File: src/rtl/instr_fetch_unit.sv
// Front-end fetch stage: issues reads with a fixed 1-cycle latency, buffers returned words
// with their PC in a prefetch FIFO, and hands them to decode. A redirect flushes and restarts.
module instr_fetch_unit #(
    parameter int                ADDR_W     = 11,
    parameter int                DATA_W     = 32,
    parameter int                FIFO_DEPTH = 4,
    parameter logic [ADDR_W-1:0] RESET_PC   = '0
) (
    input  logic                        clk,
    input  logic                        resetn,
    output logic [ADDR_W-1:0]           mem_r_adrs,
    output logic                        mem_r_en,
    input  logic                        mem_r_valid,
    input  logic [DATA_W-1:0]           mem_r_data,
    output logic                        instr_valid,
    input  logic                        instr_ready,
    output logic [DATA_W-1:0]           instr_data,
    output logic [ADDR_W-1:0]           instr_pc,
    input  logic                        redirect,
    input  logic [ADDR_W-1:0]           redirect_pc,
    output logic [$clog2(FIFO_DEPTH):0] fifo_count
);

    localparam int PTR_W = $clog2(FIFO_DEPTH);
    localparam int CNT_W = PTR_W + 1;

    typedef enum logic [1:0] {
        ST_FILLING,
        ST_FULL,
        ST_FLUSH
    } fetch_state_e;

    fetch_state_e      state;

    logic [ADDR_W-1:0] fetch_pc_q,    fetch_pc_d;
    logic              inflight_q,    inflight_d;
    logic [ADDR_W-1:0] inflight_pc_q, inflight_pc_d;
    logic [PTR_W-1:0]  rd_ptr_q,      rd_ptr_d;
    logic [PTR_W-1:0]  wr_ptr_q,      wr_ptr_d;
    logic [CNT_W-1:0]  count_q,       count_d;

    logic [DATA_W-1:0] fifo_data_q [FIFO_DEPTH];
    logic [ADDR_W-1:0] fifo_pc_q   [FIFO_DEPTH];

    logic [CNT_W:0]    occupancy;
    logic              has_credit;
    logic              issue;
    logic              push;
    logic              pop;

    // An outstanding read already owns a FIFO slot, so it is counted against the credit.
    assign occupancy  = {1'b0, count_q} + {{CNT_W{1'b0}}, inflight_q};
    assign has_credit = occupancy < (CNT_W + 1)'(FIFO_DEPTH);

    // NOTE: every variable written in an always_comb gets a default first, so no path can infer a latch.
    always_comb begin
        state = ST_FILLING;
        if (redirect) begin
            state = ST_FLUSH;
        end else if (!has_credit) begin
            state = ST_FULL;
        end
    end

    assign issue       = resetn && (state == ST_FILLING);
    assign push        = mem_r_valid && inflight_q && !redirect;
    assign instr_valid = resetn && (count_q != '0);
    assign pop         = instr_valid && instr_ready && !redirect;

    always_comb begin
        fetch_pc_d    = fetch_pc_q;
        rd_ptr_d      = rd_ptr_q;
        wr_ptr_d      = wr_ptr_q;
        count_d       = count_q;
        inflight_d    = issue;
        inflight_pc_d = fetch_pc_q;

        if (redirect) begin
            fetch_pc_d = redirect_pc;
            rd_ptr_d   = '0;
            wr_ptr_d   = '0;
            count_d    = '0;
        end else begin
            if (issue) begin
                fetch_pc_d = fetch_pc_q + ADDR_W'(1);
            end
            if (push) begin
                wr_ptr_d = wr_ptr_q + PTR_W'(1);
            end
            if (pop) begin
                rd_ptr_d = rd_ptr_q + PTR_W'(1);
            end
            case ({push, pop})
                2'b10:   count_d = count_q + CNT_W'(1);
                2'b01:   count_d = count_q - CNT_W'(1);
                default: count_d = count_q;
            endcase
        end
    end

    // NOTE: sequential state uses non-blocking assignments so every register samples pre-edge values.
    always_ff @(posedge clk) begin
        if (!resetn) begin
            fetch_pc_q    <= RESET_PC;
            inflight_q    <= 1'b0;
            inflight_pc_q <= '0;
            rd_ptr_q      <= '0;
            wr_ptr_q      <= '0;
            count_q       <= '0;
        end else begin
            fetch_pc_q    <= fetch_pc_d;
            inflight_q    <= inflight_d;
            inflight_pc_q <= inflight_pc_d;
            rd_ptr_q      <= rd_ptr_d;
            wr_ptr_q      <= wr_ptr_d;
            count_q       <= count_d;
        end
    end

    // NOTE: FIFO storage is not reset; count_q gates every read, so stale contents are never observed.
    always_ff @(posedge clk) begin
        if (push) begin
            fifo_data_q[wr_ptr_q] <= mem_r_data;
            fifo_pc_q[wr_ptr_q]   <= inflight_pc_q;
        end
    end

    assign mem_r_en   = issue;
    assign mem_r_adrs = fetch_pc_q;
    assign instr_data = instr_valid ? fifo_data_q[rd_ptr_q] : '0;
    assign instr_pc   = instr_valid ? fifo_pc_q[rd_ptr_q]   : '0;
    assign fifo_count = resetn ? count_q : '0;

endmodule

File: config.mk
export PLATFORM = sky130hd
export DESIGN_NAME = instr_fetch_unit
export DESIGN_NICKNAME = d
export VERILOG_FILES = /design/src/rtl/instr_fetch_unit.sv
export SDC_FILE = /design/constraint.sdc
export NUM_CORES = 1
export LEC_CHECK = 0
export BUFFER_PORTS_ARGS = -buffer_cell sky130_fd_sc_hd__buf_2
export CAP_MARGIN = 20
export CORE_MARGIN = 5
export CORE_UTILIZATION = 60
export CTS_CLUSTER_SIZE = 40
export DETAILED_ROUTE_END_ITERATION = 8
export GPL_TIMING_DRIVEN = 0
export PLACE_DENSITY = 0.83
export SLEW_MARGIN = 30
export SYNTH_ARGS = -nofsm -noshare
export SYNTH_HDL_FRONTEND = slang
export SYNTH_SLANG_ARGS = --single-unit
File: constraint.sdc
create_clock -name clk -period 5.65 [get_ports clk]
set_input_delay 0.2825 -clock clk [delete_from_list [all_inputs] [get_ports clk]]
set_output_delay 0.2825 -clock clk [all_outputs]
set_load 0.02 [all_outputs]
# Word level (Yosys, flattened, before mapping)
# Memories as Yosys holds them, arrays and structs flattened. A register that Yosys moved wholly into a read port is not among the register bits.
# Index checks and enable logic that the tools add are counted.
classes:
  n_reduce_logical: 12
  n_addsub: 6
  eq_ne: 2
  bitwise: 1
  n_mux: 14
  magnitude_cmp: 1
ops:
  columns: ["op", "n"]
  rows:
  - ["11-bit 2-to-1 mux", 3]
  - ["32-bit 2-to-1 mux", 1]
  - ["11-bit by 1-bit adder with 11-bit output, second input constant", 1]
  - ["2-bit 2-to-1 mux", 5]
  - ["1-bit logical AND", 6]
  - ["3-bit case mux with 2 select lines", 1]
  - ["2-bit by 1-bit adder with 2-bit output, second input constant", 2]
  - ["3-bit by 1-bit adder with 4-bit output", 1]
  - ["4-bit by 3-bit < comparator with 1-bit output, second input constant", 1]
  - ["2-bit nonzero test", 2]
  - ["3-bit by 1-bit adder with 3-bit output, second input constant", 1]
  - ["1-bit 2-to-1 mux", 3]
  - ["3-bit 2-to-1 mux", 1]
  - ["3-bit nonzero test", 1]
  - ["3-bit by 1-bit subtractor with 3-bit output, second input constant", 1]
  - ["2-bit by 1-bit equality test with 1-bit output, second input constant", 1]
  - ["2-bit equality test, second input constant", 1]
  - ["2-bit logical NOT", 1]
  - ["2-bit OR reduction", 1]
  - ["1-bit logical NOT", 1]
  - ["1-bit inverter", 1]
totals:
  ram_bits: 172
  elab_cells: 44
  reg_bits: 30
  output_inout_bits: 59
  n_memories: 2
memory_table:
  columns: ["name", "depth", "word_bits", "rd", "rd_ports_with_merged_regs", "wr", "line_no", "text"]
  rows:
  - ["fifo_data_q", 4, 32, 1, 1, 1, "42", "logic [DATA_W-1:0] fifo_data_q [FIFO_DEPTH];"]
  - ["fifo_pc_q", 4, 11, 1, 1, 1, "43", "logic [ADDR_W-1:0] fifo_pc_q [FIFO_DEPTH];"]

# Depth between registers and ports, before layout
# Gate-level depths: netlist of the first run.
logic_depth:
  depth_word: 8
  mapped_depth: 9
  mapped_depth_nobuf: 9

# Least setup slack after synthesis of the first run
# Ideal clock, no wire load.
synth_path:
  path_kind: "register to register"
  startpoint: "register inflight_q"
  endpoint: "memory fifo_data_q[0][0], enable pin"
  period_less_slack_ns: 2.062
  path_stages_with_launch: 4
  required_time_ns: 5.245
  slack_ns: 3.588
  arrival_ns: 1.658
  path_cell_list: "dfxtp_1 > nand2_1 > nor2_1 > and2_1"
synth_between:
  elab_chain_len: 4
synth_lines:
  columns: ["item", "line_no", "text"]
  rows:
  - ["start: declaration", "36", "logic inflight_q, inflight_d;"]
  - ["start signal: assignment", "112", "inflight_q <= inflight_d;"]
  - ["1-bit logical AND (2 in series)", "66", "assign push = mem_r_valid && inflight_q && !redirect;"]
  - ["1-bit 2-to-1 mux", "122", "if (push) begin"]
  - ["1-bit 2-to-1 mux (implied by the code)", "123", "fifo_data_q[wr_ptr_q] <= mem_r_data;"]
  - ["end: declaration", "42", null]
# No other way between the ends.

==> results.py, run 1 <==
metrics = {
    "run_status": {
        "outcome": "complete, no violations",
    },
    "floorplanning": {
        "dieArea_sq_mm": 0.01554,
        "coreArea_sq_mm": 0.01277,
        "fp-row-count": 41,
        "ios": 107,
        "die_x_microns": 124.7,
        "die_y_microns": 124.7,
        "start_util_pct": 61.77,
    },
    "synthesis": {
        "postSynthAreaPerCell_sq_um": 18.18,
        "async_reset_ff_share_pct": 0,
        "synth_seq_cells": 204,
        "synth_warnings": 0,
        "syn-cell-area_sq_mm": 0.007890,
        "ys_types": 39,
        "ys_seq_area_share_pct": 73.58,
        "syn-num-nets": 489,
        "synth_ff_type": "edfxtp_1",
        "syn_inst": 434,
        "synth_edf_count": 172,
    },
    "critical_path": {
        "critical_path_class": "reg -> out",
        "cp.buffers_inverters": 3,
        "cp_slowest_stage_delay_ns": 0.56,
        "path_delay_family": "buffers and inverters",
        "slowest_stage": "mux4_2",
        "r2r-start": "count_q[0]",
        "startpoint_type": "flop",
        "r2r-end": "count_q[2]",
        "crit_required_ns": 5.37,
        "end_kind": "primary output",
        "r2r_slack_ns": 3.18,
        "critPathArrivalTime_ns": 2.50,
        "worstRegToRegCells": 9,
        "path_max_fanout": 10,
        "path_common_cell": "buf_2",
        "crit_chain": "clkbuf_1, buf_2, mux4_2, and2_1, buf_2",
    },
    "global_routing": {
        "grt_overflow": 0,
        "track_usage_pct": 20.34,
        "grt_antenna_before_repair": 0,
        "grt_first_pass_wirelength_mm": 24.94,
        "grt_pass1_vias": 4486,
        "grt_start_max_net_pins": 39,
    },
    "worst_hold_path": {
        "min_path_cells": 1,
        "min-delay-start": "mem_r_data[3]",
        "holdPathEnd": "fifo_data_q[1][3]",
        "hold_path_class": "in -> reg",
    },
    "detailed_routing": {
        "vias_per_cell": 5.765,
        "num_vias": 4335,
        "drc": 0,
        "wl_per_cell_microns": 21.09,
        "ant_nets": 0,
        "routed_wl_mm": 15.86,
        "drtPass1Iterations": 5,
        "drt_iter0_drc": 410,
    },
    "clock_tree": {
        "clkSinkCount": 204,
        "cts.clk_slew.worst_paths_ns": 0.06,
        "ctsHoldBuffers": 0,
        "clock_path_buffers": 3,
        "cts-resized-gates": 0,
        "cts-buffers-inserted": 20,
        "htree_levels": 1,
        "clk_latency_ns": 0.47,
        "cts_tree": "built",
        "post_cts_buffers": 0,
        "root_buffer": "clkbuf_16",
    },
    "final_layout": {
        "nets": 621,
        "drive_gt1_share_pct": 32.99,
        "layout_common_cells": "172 x edfxtp_1, 110 x buf_2, 57 x and2_1",
        "layout_commonest_cell": "edfxtp_1",
        "final_util_pct": 73.17,
        "area_growth_pct": 18.46,
        "fill_cells": 765,
    },
    "sta": {
        "fmax_mhz": 359.3,
        "finClkSkew_ns": 0.01419,
        "finalHoldViolations": 0,
        "fin_tns_setup_ns": 0,
        "setup_viol_count_final": 0,
        "slew_headroom_pct": 52.52,
        "worst_pin_slew_ns": 0.7121,
        "min_period_ns": 2.783,
        "finalCritPeriodShare_pct": 49.26,
        "slew_violations": 0,
        "rsz0062_at_grt": "false",
    },
    "run": {
        "max_cap_viol_count": 0,
    },
    "power_and_ir_drop": {
        "power.total_mw": 2.980,
        "power_density_mw_per_mm2": 318.8,
        "irDropWorstVdd_mv": 0.1894,
        "total_leakage_power_nw": 3.323,
    },
    "placement": {
        "globalplace.congestion": 0.8185,
        "dp_hpwl_mm": 9.715,
        "port_buffers": 106,
    },
}
==> cells by family after synthesis <==
family                     after synthesis  share of synthesized area (%)
AOI/OAI and AO/OA                       29                          2.300
xor gates and xnor gates                 5                         0.5550
adders and majority gates                7                          1.205
buffers and inverters                   31                          1.729
DFF                                    204                          73.58
muxes                                   45                          12.56
and+or+nand+nor                        113                          8.072
==> cell type report <==
cell class	count	area (sq um)	share of cell area [%]
flip-flops and latches	204	5806	62.12
inverters	11	41.29	0.4418
clock inverters	6	52.55	0.5622
diodes	1	2.502	0.02677
clock buffers	29	565.5	6.051
repair buffers	110	610.6	6.533
multi-input cells	199	1958	20.95
well taps	172	215.2	2.303
plain buffers	20	95.09	1.017
==> stage by stage <==
step | setup WS (ns) | hold WS (ns) | instance area, sq um | std cells
after detailed placement | 3.182 | 0.4699 | 8726 | 716
after global placement | 2.764 | 0.4452 | 8636 | 712
after global routing | 2.678 | 0.006107 | 9344 | 751
final | 2.867 | 0.02294 | 9346 | 752
after CTS | 2.814 | 0.008680 | 9344 | 751
after floorplan | 3.588 | 0.3814 | 7890 | 434
==> worst max path at each step <==
| stage | end | slack, ns | from | cells past startpoint |
|---|---|---|---|---|
| 2_1_floorplan | fifo_data_q[0][0] | 3.59 | inflight_q | 3 |
| 3_5_place_dp | count_q[2] | 3.18 | resetn | 10 |
| 4_1_cts | instr_data[1] | 2.81 | flop | 5 |
| 6_report | instr_data[1] | 2.87 | flop | 5 |
| 3_3_place_gp | fifo_data_q[2][24] | 2.76 | mem_r_valid | 4 |
| 5_1_grt | instr_data[4] | 2.68 | flop | 5 |
==> metal layers <==
metal / part of all wire, % / global-route usage (%) / wire length, microns
met3: 7.8 / 4.803 / 1240
met5: 0 / 0 / 0
met2: 51 / 34.67 / 8140
met1: 39 / 27.41 / 6264
met4: 1.4 / 3.675 / 216
==> synthesized netlist by cell type (2+ instances only) <==
master	number	area, sq um
dfxtp_1	32	640.6
xor2_1	4	35.03
inv_1	11	41.29
ha_1	6	75.07
a21oi_1	11	55.05
nor4_1	4	25.02
or4_1	2	15.01
a31oi_1	3	18.77
edfxtp_1	172	5165
or3_1	2	12.51
nor3b_1	2	15.01
mux4_2	43	968.4
mux2_2	2	22.52
nor3_1	2	10.01
and3_1	2	12.51
buf_2	4	20.02
nand3_1	5	25.02
clkbuf_1	14	52.55
and2_1	61	381.6
nor2_1	13	48.80
o21ai_0	5	25.02
buf_6	2	22.52
nand2_1	16	60.06
==> where the power goes <==
| part | internal [mW] | switching [mW] |
|---|---|---|
| Clock | 0.739 | 0.501 |
| Combinational | 0.0343 | 0.0488 |
| Sequential | 1.64 | 0.0128 |
==> state kept, by name, summed over array words and instances, names as in the netlist, named ones only <==
| register | cells |
|---|---|
| fifo_data_q | 128 |
| fifo_pc_q | 44 |
| inflight_pc_q | 11 |
| rd_ptr_q | 2 |
| inflight_q | 1 |
| wr_ptr_q | 2 |
| count_q | 3 |
| mem_r_adrs | 11 |
(Power assumes the default switching activity.)
==> inputs of run 2 (changes only) <==
- CORE_UTILIZATION: 60 -> 57
- PLACE_DENSITY: 0.83 -> 0.79
- clock period: 5.65 -> 2.88 ns (I/O delays scaled with it)
==> run 2 against run 1 <==
Against the previous run: first-iteration DRC count down 13%; sequential cell count unchanged; routed wire length down 0.96%; via count up 0.62%; critical path depth unchanged; cell count up 6.8%; total power up 110%; sequential power up 96%; largest power group unchanged; highest routed layer unchanged.
==> results.py, run 2 (synthesis gave the netlist of run 1 again) <==
metrics = {
    "final_layout": {
        "top_regs": "fifo_data_q: 128 flops, fifo_pc_q: 44 flops",
        "fill_cells": 872,
        "drive_gt1_share_pct": 31.14,
        "layout_common_cells": "172 x edfxtp_1, 110 x buf_2, 57 x and2_1",
        "regMostFlops": "fifo_data_q",
        "fin_cells": 803,
        "layout_commonest_cell": "edfxtp_1",
        "antenna-diode-count": 0,
        "largest_reg_flops": 128,
        "nets": 664,
        "final_util_pct": 72.00,
        "area_growth_pct": 25.20,
    },
    "floorplanning": {
        "fp-row-count": 43,
        "die_x_microns": 127.7,
        "dieArea_sq_mm": 0.01629,
        "start_util_pct": 57.51,
        "die_y_microns": 127.7,
        "coreArea_sq_mm": 0.01372,
        "ios": 107,
    },
    "power_and_ir_drop": {
        "power.net_switching_mw": 1.142,
        "clockPowerShare_pct": 44.4,
        "power.total_mw": 6.218,
        "power_density_mw_per_mm2": 629.5,
        "p_int_mw": 5.077,
        "swShare_pct": 18.36,
        "p_comb_share_pct": 3.4,
        "seq_power_share_pct": 52.2,
        "total_leakage_power_nw": 3.541,
        "irDropWorstVdd_mv": 0.3808,
    },
    "critical_path": {
        "critPathArrivalTime_ns": 2.47,
        "crit_required_ns": 2.74,
        "worstRegToRegCells": 9,
        "critical_path_class": "reg -> out",
        "r2r-end": "count_q[2]",
        "crit_path_end": "instr_pc[8]",
        "startpoint_type": "flop",
        "path_max_fanout": 10,
        "end_kind": "primary output",
        "r2r-start": "count_q[0]",
        "r2r_slack_ns": 0.41,
    },
    "sta": {
        "fmax_mhz": 382.5,
        "rsz0062_at_grt": "false",
        "slew_violations": 0,
        "finalHoldViolations": 0,
        "min_period_ns": 2.615,
        "slew_headroom_pct": 55.57,
        "setup_viol_count_final": 0,
        "finalCritPeriodShare_pct": 90.78,
        "worst_pin_slew_ns": 0.6664,
        "finClkSkew_ns": 0.01516,
    },
    "clock_tree": {
        "root_buffer": "clkbuf_16",
        "htree_levels": 1,
        "clock_path_buffers": 3,
        "post_cts_buffers": 0,
        "cts-resized-gates": 0,
        "cts.clk_slew.worst_paths_ns": 0.06,
        "clkSinkCount": 204,
        "ctsHoldBuffers": 43,
        "cts-buffers-inserted": 20,
        "clk_latency_ns": 0.48,
        "cts_tree": "built",
    },
    "global_routing": {
        "grt_pass1_vias": 4761,
        "track_usage_pct": 19.80,
        "grt_first_pass_wirelength_mm": 25.17,
        "grt_antenna_before_repair": 0,
        "grt_start_max_net_pins": 28,
        "grt_overflow": 0,
    },
    "detailed_routing": {
        "drt_iter0_drc": 355,
        "wl_per_cell_microns": 19.56,
        "drtPass1Iterations": 5,
        "routed_wl_mm": 15.71,
        "vias_per_cell": 5.432,
        "drc": 0,
        "ant_nets": 0,
        "num_vias": 4362,
    },
    "run_status": {
        "outcome": "complete, no violations",
    },
    "worst_hold_path": {
        "hold_path_class": "in -> reg",
    },
    "placement": {
        "port_buffers": 106,
        "dp.cells": 724,
        "dp_hpwl_mm": 9.616,
        "globalplace.congestion": 0.8509,
    },
    "run": {
        "max_cap_viol_count": 0,
    },
}
run 2: metal layers:
metal | GRT usage, % | up-vias | part of all wire (%)
li1 | - | 2033 | -
met1 | 26.63 | 2149 | 41
met2 | 34.38 | 157 | 51
met3 | 3.792 | 23 | 7.2
met4 | 3.933 | 0 | 1.4
met5 | 0 | - | 0
run 2: critical path: stages (launching register included):
cell      delay (ns)
dfxtp_1         0.31
clkbuf_1        0.33
buf_2           0.42
mux4_2          0.57
and2_1          0.20
buf_2           0.16
run 2: power by group through the flow:
stage / Combinational (mW) / Sequential [mW] / Clock (mW)
2_1_floorplan: 0.0670 / 3.32 / 0
4_1_cts: 0.209 / 3.25 / 2.80
3_5_place_dp: 0.162 / 3.31 / 0
5_1_grt: 0.230 / 3.25 / 2.95
3_3_place_gp: 0.152 / 3.31 / 0
6_report: 0.210 / 3.25 / 2.76
run 2: layout make-up:
cell class,instances,area (sq um),area share [%]
Sequential cell,204,5806,58.77
Clock inverter,7,136.4,1.381
Buffer,20,95.09,0.9626
Tap cell,180,225.2,2.280
Multi-Input combinational cell,199,1958,19.82
Timing Repair Buffer,153,1041,10.54
Clock buffer,29,575.6,5.826
Inverter,11,41.29,0.4180
run 2: worst min path at each step:
| stage | startpoint | to | slack [ns] | depth (start not counted) |
|---|---|---|---|---|
| global placement | mem_r_data[3] | fifo_data_q[1][3] | 0.35 | 1 |
| floorplan | mem_r_data[0] | fifo_data_q[0][0] | 0.24 | 0 |
| CTS | redirect_pc[10] | mem_r_adrs[10] | 0.03 | 3 |
| global route | redirect_pc[10] | mem_r_adrs[10] | 0.06 | 3 |
| finish | redirect_pc[10] | mem_r_adrs[10] | 0.04 | 3 |
| detailed placement | mem_r_data[11] | fifo_data_q[0][11] | 0.36 | 1 |
run 2: through the flow:
| stage | setup WS (ns) | setup TNS, ns | instance area, sq um | hold WS, ns |
|---|---|---|---|---|
| 5_1_grt | 0.05926 | 0 | 9878 | 0.06017 |
| 3_3_place_gp | -0.02560 | -2.030 | 8646 | 0.3535 |
| 3_5_place_dp | 0.4115 | 0 | 8736 | 0.3623 |
| 2_1_floorplan | 0.8175 | 0 | 7890 | 0.2429 |
| 6_report | 0.2655 | 0 | 9878 | 0.03530 |
| 4_1_cts | 0.1719 | 0 | 9878 | 0.02516 |
==> inputs of run 3 (changes only) <==
- CELL_PAD_IN_SITES_DETAIL_PLACEMENT: unset -> 1
- CELL_PAD_IN_SITES_GLOBAL_PLACEMENT: unset -> 2
- CORE_UTILIZATION: 57 -> 42
- PLACE_DENSITY: 0.79 -> unset
- PLACE_DENSITY_LB_ADDON: unset -> 0.1
==> run 3 against run 2 <==
Against the previous run: setup slack better by 0.0020 ns; fmax hardly changed; sequential cell count stayed put; hold slack better by 0.055 ns; routed wire length is 5.7% higher; sequential power hardly changed; global-route usage is 4.2 points lower; clock skew is 0.0014 ns lower; critical path depth stayed put; combinational power hardly changed; sequential share of layout area is 0.30 points lower; critical endpoint is now instr_pc[7]; largest cell class unchanged.
==> results.py, run 3 (synthesis gave the netlist of run 1 again) <==
metrics = {
    "placement": {
        "port_buffers": 106,
        "post-place-ws_ns": 0.4322,
        "dp_hpwl_mm": 10.67,
        "placedInstanceArea_sq_mm": 0.008803,
        "globalplace.congestion": 0.7190,
    },
    "run": {
        "max_cap_viol_count": 0,
    },
    "detailed_routing": {
        "drt_iter0_drc": 148,
        "drtPass1Iterations": 4,
        "drc": 0,
        "wl_per_cell_microns": 19.32,
        "ant_nets": 0,
        "vias_per_cell": 5.057,
        "num_vias": 4344,
        "routed_wl_mm": 16.60,
    },
    "power_and_ir_drop": {
        "p_comb_share_pct": 3.4,
        "power.net_switching_mw": 1.163,
        "power_density_mw_per_mm2": 619.8,
        "total_leakage_power_nw": 3.533,
        "irDropWorstVdd_mv": 0.3324,
        "swShare_pct": 18.90,
        "p_int_mw": 4.991,
        "power.total_mw": 6.154,
        "seq_power_share_pct": 52.8,
        "clockPowerShare_pct": 43.8,
    },
    "clock_tree": {
        "clkSinkCount": 204,
        "post_cts_buffers": 0,
        "cts.clk_slew.worst_paths_ns": 0.06,
        "cts_tree": "built",
        "htree_levels": 1,
        "clock_path_buffers": 3,
        "clk_latency_ns": 0.49,
        "root_buffer": "clkbuf_16",
        "cts-buffers-inserted": 21,
    },
    "critical_path": {
        "crit_required_ns": 2.74,
        "end_kind": "primary output",
        "startpoint_type": "flop",
        "critical_path_class": "reg -> out",
        "path_max_fanout": 10,
        "critPathArrivalTime_ns": 2.47,
        "r2r_slack_ns": 0.44,
    },
    "sta": {
        "slew_headroom_pct": 53.33,
        "rsz0062_at_grt": "false",
        "finalCritPeriodShare_pct": 90.71,
        "fmax_mhz": 382.8,
        "worst_pin_slew_ns": 0.7001,
        "slew_violations": 0,
        "setup_ws_ns": 0.2675,
        "min_period_ns": 2.613,
        "finalHoldViolations": 0,
        "setup_viol_count_final": 0,
        "finClkSkew_ns": 0.01374,
        "fin_tns_setup_ns": 0,
    },
    "global_routing": {
        "grt_start_max_net_pins": 33,
        "grt_pass1_vias": 4856,
        "grt_overflow": 0,
        "grt_antenna_before_repair": 0,
        "track_usage_pct": 15.63,
        "grt_first_pass_wirelength_mm": 26.53,
    },
    "final_layout": {
        "nets": 666,
        "design_area_sq_mm": 0.009928,
        "final_util_pct": 53.43,
        "drive_gt1_share_pct": 30.56,
        "antenna-diode-count": 0,
        "layout_commonest_cell": "edfxtp_1",
        "regMostFlops": "fifo_data_q",
        "area_growth_pct": 25.83,
        "fill_cells": 1781,
        "layout_common_cells": "172 x edfxtp_1, 110 x buf_2, 57 x and2_1",
        "top_regs": "fifo_data_q: 128 flops, fifo_pc_q: 44 flops",
        "largest_reg_flops": 128,
    },
    "floorplanning": {
        "start_util_pct": 42.46,
        "ios": 107,
        "fp-row-count": 50,
        "die_y_microns": 147.1,
        "die_x_microns": 147.1,
        "coreArea_sq_mm": 0.01858,
        "dieArea_sq_mm": 0.02163,
    },
    "worst_hold_path": {
        "hold_path_class": "in -> reg",
    },
    "run_status": {
        "outcome": "complete, no violations",
    },
}
[run 3: critical path, stage by stage, from the launching register on]
cell and delay, ns:
dfxtp_1 0.30, clkbuf_1 0.32, buf_2 0.44, mux4_2 0.56
and2_1 0.20, buf_2 0.16
[run 3: cell type report]
class	instances	area, sq um	area share, %
Inverter	11	41.29	0.4159
Tap cell	234	292.8	2.949
Sequential cell	204	5806	58.48
Clock buffer	30	579.3	5.835
Multi-Input combinational cell	199	1958	19.72
Timing Repair Buffer	154	1051	10.59
Buffer	20	95.09	0.9578
Clock inverter	7	105.1	1.059
[run 3: per-layer routing]
layer | up-vias | GRT usage, % | share of wire [%]
met3 | 19 | 3.085 | 4.9
met2 | 94 | 27.47 | 51
met5 | - | 0 | 0
met1 | 2190 | 19.86 | 42
li1 | 2041 | - | -
met4 | 0 | 4.380 | 1.8
[run 3: final timing paths]
kind | endpoint | depth (start not counted) | startpoint
min reg2reg | fifo_pc_q[1][7] | 0 | inflight_pc_q[7]
min | rd_ptr_q[1] | 4 | instr_ready
max reg2reg | count_q[2] | 9 | count_q[0]
max | instr_pc[7] | 5 | flop
[run 3: power groups by stage]
stage	combinational (mW)	sequential, mW	clock, mW
2_1_floorplan	0.0670	3.32	0
3_3_place_gp	0.157	3.31	0
3_5_place_dp	0.166	3.31	0
4_1_cts	0.215	3.25	2.77
5_1_grt	0.234	3.25	2.92
6_report	0.211	3.25	2.69
[run 3: through the flow]
step / hold WS [ns] / std cells
6_report: 0.09002 / 859
3_5_place_dp: 0.3617 / 778
5_1_grt: 0.1049 / 859
2_1_floorplan: 0.2429 / 434
3_3_place_gp: 0.3532 / 774
4_1_cts: 0.08130 / 859
[run 3: timing repair]
| action | 4_1_cts | 5_1_grt |
|---|---|---|
| hold buffers | 44 | 0 |
| endpoints found under the hold margin | 140 | 0 |
| resized for setup | 0 | 0 |
